`src/rtl/sr_flop_bank.sv`:
```
// sr_flop_bank: a bank of WIDTH independent clocked set/reset flops with
// active-low set and reset requests. Each flop also flags invalid requests.
//
// Parameters
//   WIDTH  number of channels (1..32)
//   MODE   action when set and reset are both asserted:
//          0 hold, 1 set wins, 2 reset wins, 3 toggle
//   CNT_W  width of the invalid-event counter (2..16)
//
// Ports
//   clk      rising-edge clock for all state
//   rst_n    asynchronous active-low reset
//   s_n      per-channel active-low set request
//   r_n      per-channel active-low reset request
//   clr_err  active-high single-cycle clear of err and err_cnt
//   q        registered channel state
//   q_bar    complement of q
//   err      sticky per-channel invalid-request flag
//   err_cnt  saturating count of edges with at least one invalid request
//
// Optional feature: define SR_FLOP_BANK_SYNC_EN to pass s_n and r_n through a
// 2-flop synchroniser per bit. This adds two edges of latency to q, err and
// err_cnt (3 edges total from input change). clr_err is not synchronised.

module sr_flop_bank #(
  parameter int unsigned WIDTH = 4,
  parameter int unsigned MODE  = 0,
  parameter int unsigned CNT_W = 8
) (
  input  logic             clk,
  input  logic             rst_n,
  input  logic [WIDTH-1:0] s_n,
  input  logic [WIDTH-1:0] r_n,
  input  logic             clr_err,
  output logic [WIDTH-1:0] q,
  output logic [WIDTH-1:0] q_bar,
  output logic [WIDTH-1:0] err,
  output logic [CNT_W-1:0] err_cnt
);

  localparam logic [CNT_W-1:0] CntMax = {CNT_W{1'b1}};

  // Request bits as seen by the flop logic.
  logic [WIDTH-1:0] s_eff;
  logic [WIDTH-1:0] r_eff;

`ifdef SR_FLOP_BANK_SYNC_EN
  logic [WIDTH-1:0] s_meta_q;
  logic [WIDTH-1:0] s_sync_q;
  logic [WIDTH-1:0] r_meta_q;
  logic [WIDTH-1:0] r_sync_q;

  // Resetting to all ones means "no request" so reset flushes any in-flight
  // request rather than replaying it after reset.
  always_ff @(posedge clk or negedge rst_n) begin
    if (!rst_n) begin
      s_meta_q <= '1;
      s_sync_q <= '1;
      r_meta_q <= '1;
      r_sync_q <= '1;
    end else begin
      s_meta_q <= s_n;
      s_sync_q <= s_meta_q;
      r_meta_q <= r_n;
      r_sync_q <= r_meta_q;
    end
  end

  assign s_eff = s_sync_q;
  assign r_eff = r_sync_q;
`else
  assign s_eff = s_n;
  assign r_eff = r_n;
`endif

  logic [WIDTH-1:0] q_q;
  logic [WIDTH-1:0] q_d;
  logic [WIDTH-1:0] err_q;
  logic [WIDTH-1:0] err_d;
  logic [CNT_W-1:0] err_cnt_q;
  logic [CNT_W-1:0] err_cnt_d;
  logic [WIDTH-1:0] invalid;
  logic             any_invalid;

  assign invalid     = ~s_eff & ~r_eff;
  assign any_invalid = |invalid;

  // Per-channel next state; channels never look at each other's requests.
  always_comb begin
    q_d = q_q;
    for (int i = 0; i < int'(WIDTH); i++) begin
      case ({s_eff[i], r_eff[i]})
        2'b01:   q_d[i] = 1'b1;
        2'b10:   q_d[i] = 1'b0;
        2'b11:   q_d[i] = q_q[i];
        default: begin
          case (MODE)
            1:       q_d[i] = 1'b1;
            2:       q_d[i] = 1'b0;
            3:       q_d[i] = ~q_q[i];
            default: q_d[i] = q_q[i];
          endcase
        end
      endcase
    end
  end

  // A clear coinciding with an invalid event leaves only that edge's event
  // recorded, so the event is never lost.
  always_comb begin
    err_d     = err_q | invalid;
    err_cnt_d = err_cnt_q;
    if (clr_err) begin
      err_d     = invalid;
      err_cnt_d = any_invalid ? CNT_W'(1) : '0;
    end else if (any_invalid && (err_cnt_q != CntMax)) begin
      err_cnt_d = err_cnt_q + CNT_W'(1);
    end
  end

  always_ff @(posedge clk or negedge rst_n) begin
    if (!rst_n) begin
      q_q       <= '0;
      err_q     <= '0;
      err_cnt_q <= '0;
    end else begin
      q_q       <= q_d;
      err_q     <= err_d;
      err_cnt_q <= err_cnt_d;
    end
  end

  // q_bar is derived combinationally so it can never disagree with q.
  assign q       = q_q;
  assign q_bar   = ~q_q;
  assign err     = err_q;
  assign err_cnt = err_cnt_q;

endmodule

```
`config.mk`:
```
export PLATFORM = sky130hd
export DESIGN_NAME = sr_flop_bank
export DESIGN_NICKNAME = d
export VERILOG_FILES = /design/src/rtl/sr_flop_bank.sv
export SDC_FILE = /design/constraint.sdc
export NUM_CORES = 1
export LEC_CHECK = 0
export ABC_AREA = 0
export CAP_MARGIN = 20
export CORE_MARGIN = 2
export CORE_UTILIZATION = 35
export CTS_CLUSTER_DIAMETER = 80
export DETAILED_ROUTE_END_ITERATION = 10
export PLACE_DENSITY = 0.68
export RECOVER_POWER = 25
export SLEW_MARGIN = 20
export SYNTH_ARGS = -nofsm -noshare
export SYNTH_HDL_FRONTEND = slang
export SYNTH_SLANG_ARGS = --single-unit
```
`constraint.sdc`:
```
create_clock -name clk -period 1.6 [get_ports clk]
set_clock_uncertainty 0.2 [all_clocks]
set_input_delay 0.32 -clock clk [delete_from_list [all_inputs] [get_ports clk]]
set_output_delay 0.32 -clock clk [all_outputs]
set_load 0.1 [all_outputs]
```
==> out/results.ini <==
[status]
outcome=complete, but fails checks
violations=setup timing

[detailed_routing]
vias_per_cell=5.236
antenna_left=0
drcViolationCount=0
routed_wl_um=2714
wl_per_cell_um=15.25
dr.pass1.iters=4
drtIter0Drc=24
vias=932

[logic_synthesis]
synth_most_common_cell=dfrtp_1
synth_top_area_share=0.4408
synth_edf_count=0
netlist_area_um2=908.4
ys_ff_latch=16
synth_top_cell_by_area=dfrtp_1
synth_nets=110
syn_avg_cell_area_um2=10.09
synth_cells=90
synth_seq_area_share=0.4408
ys_top_cells_by_count=dfrtp_1 (16), inv_1 (14), ha_1 (9), a21oi_1 (8), nor2_1 (7)
async_flop_share=1.000
ys.flop_type=dfrtp_1
synth_cell_types=27
post_synth_main_area_contributors=dfrtp_1 (44%), ha_1 (12%), inv_1 (5.8%), a21oi_1 (4.4%), mux2i_1 (4.4%)
synth_warnings=0

[critical_path]
cp.required_ns=1.57
r2r_slack_ns=-0.05
end_kind=flip-flop
reg2regPathDepth=5
r2r-end=err_cnt[5]$_DFFE_PN0P_
cp.arrival_ns=1.62
crit_start=err_cnt[1]$_DFFE_PN0P_
r2r-start=err_cnt[1]$_DFFE_PN0P_
critPathKind=reg -> reg
critPathMaxFanout=5
start_kind=flip-flop

[die]
die_area_um2=3019
coreArea_um2=2477
fp.dieH_um=54.95
boundaryPins=31
start_util=0.3667
die_w_um=54.95
rows=18

[clock_network]
cts_tree=yes
root_buffer=clkbuf_4
htree_levels=1
cts_hold_buffers=0
clk_pin_slew_ns=0.11
clockBufferDepth=2
cts_inserted_buffers=3
numClockSinks=16
insertion_delay_ns=0.29

[global_route]
antenna_found_initial=0
grt_pass1_wl_um=4091
grt_pass1_vias=926
grt_overflow=0
grt_util_all_layers=0.1970
grt_start_max_net_pins=17

[place]
place_area_um2=1713
pre_cts_slack_ns=-0.8242
hpwl_um=1912
globalplace.congestion=0.8693
port_buffers=30

[power_and_ir_drop]
peakVddDrop_v=0.0007975
leakagePower_uw=0.0007992
p_per_area_nw_per_um2=814.7

[timing]
setup_slack_ns=-0.05196
worst_pin_slew_ns=0.4304
report.final.slew_viol_count=0
max_slew_margin=0.7131
rsz0062_at_grt=yes
finalSetupViolations=6
fmax_mhz=605.3
hold_viol_final=0
post-route-period-util=1.032
min_period_ns=1.652

[layout]
design_area_um2=1879
n_fill_cell=178
nNetsFinal=170
area_delta_synth_final_pct=106.9
utilization=0.7586
antennaDiodeCount=0
drive_gt1_frac=0.6959

[worst_hold_path]
whs_path_depth=4
hold_path.class=in -> reg
holdCritStartpoint=s_n[1]
min_to=q[1]$_DFFE_PN0P_

[job]
maxCapViolCount=0

## metrics by stage
stage	TNS (ns)	power (µW)	hold WS [ns]	instances
after floorplan	-0.6555	948.1	-0.1756	90
final	-0.1563	1531	0.1718	178
after detailed placement	-5.733	1271	0.3386	166
after CTS	-0.05359	1506	0.1662	172
after global placement	-5.222	1256	0.3299	166
after global routing	-0.4259	1580	0.1817	178
## area by class of cell
cell class / instances / area (µm²) / share of cell area
Timing Repair Buffer: 56 / 705.7 / 0.3755
Sequential cell: 16 / 442.9 / 0.2357
Multi-Input combinational cell: 59 / 583.1 / 0.3103
Tap cell: 30 / 37.54 / 0.01997
Inverter: 14 / 87.58 / 0.04660
Clock buffer: 3 / 22.52 / 0.01198
## power by group
group	leakage, µW	switching (µW)	internal (µW)
logic	0.000603	487	322
registers	0.000182	50.8	452
clock network	0.0000138	131	87.4
## cells in the final DEF (no fill, tap or decap), types with 2 or more instances in the layout
master / netlist / layout
a21o_1: 3 / 3
a21oi_1: 8 / 4
a21oi_2: 0 / 3
and3_4: 0 / 2
buf_12: 0 / 20
buf_4: 0 / 21
buf_6: 1 / 10
clkbuf_2: 0 / 3
clkbuf_4: 0 / 3
clkinvlp_4: 0 / 4
dfrtp_1: 16 / 4
dfrtp_4: 0 / 11
ha_1: 9 / 4
ha_4: 0 / 5
inv_1: 14 / 2
inv_2: 0 / 5
mux2i_1: 4 / 4
nand2_1: 5 / 4
nand3_1: 2 / 2
nor2_1: 7 / 7
nor3_1: 3 / 2
o21ai_1: 0 / 2
## sequential cells by signal (all words and copies together) (netlist names)
| name | flops |
|---|---|
| err | 4 |
| err_cnt | 8 |
| q | 4 |
## worst max-delay path, cell delays in order, from the launching register on
cell and delay (ns):
dfrtp_4 0.51, ha_4 0.19, and3_4 0.19, a21oi_4 0.21, a31o_4 0.19, a21oi_2 0.03
## kinds of logic (layout without fill, tap and decap cells)
logic type,count (synthesis),count (layout),synth area share
XOR/XNOR,1,1,0.009644
buffers and inverters,15,73,0.07025
multiplexers,4,4,0.04408
flip-flops,16,16,0.4408
AND/OR/NAND/NOR,25,25,0.1681
adder cells (fa/ha/maj),9,9,0.1240
AO/OA/AOI/OAI,20,20,0.1433
## what timing repair did
| action | 4_1_cts | 5_1_grt |
|---|---|---|
| hold endpoints to repair | 0 | 0 |
| endpoints found under the setup margin | 15 | 17 |
| pin swaps | 9 | 11 |
| resized for setup | 41 | 19 |
| setup buffers | 4 | 6 |
## routing by layer
layer | wire (µm) | global-route usage | vias up
met3 | 192 | 0.05376 | 8
met2 | 1458 | 0.3413 | 45
met5 | 0 | 0 | -
li1 | - | - | 430
met4 | 91 | 0.1260 | 0
met1 | 973 | 0.2099 | 449
## worst max path at each step
stage | to | slack [ns] | cells after the start
floorplan | err_cnt[6]$_DFFE_PN0P_ | -0.1 | 6
global placement | err_cnt[6]$_DFFE_PN0P_ | -0.76 | 7
detailed placement | err_cnt[6]$_DFFE_PN0P_ | -0.82 | 7
CTS | err_cnt[1] | -0.02 | 2
global route | err_cnt[3]$_DFFE_PN0P_ | -0.09 | 5
finish | err_cnt[5]$_DFFE_PN0P_ | -0.05 | 5
Power figures use the tool's default switching activity.
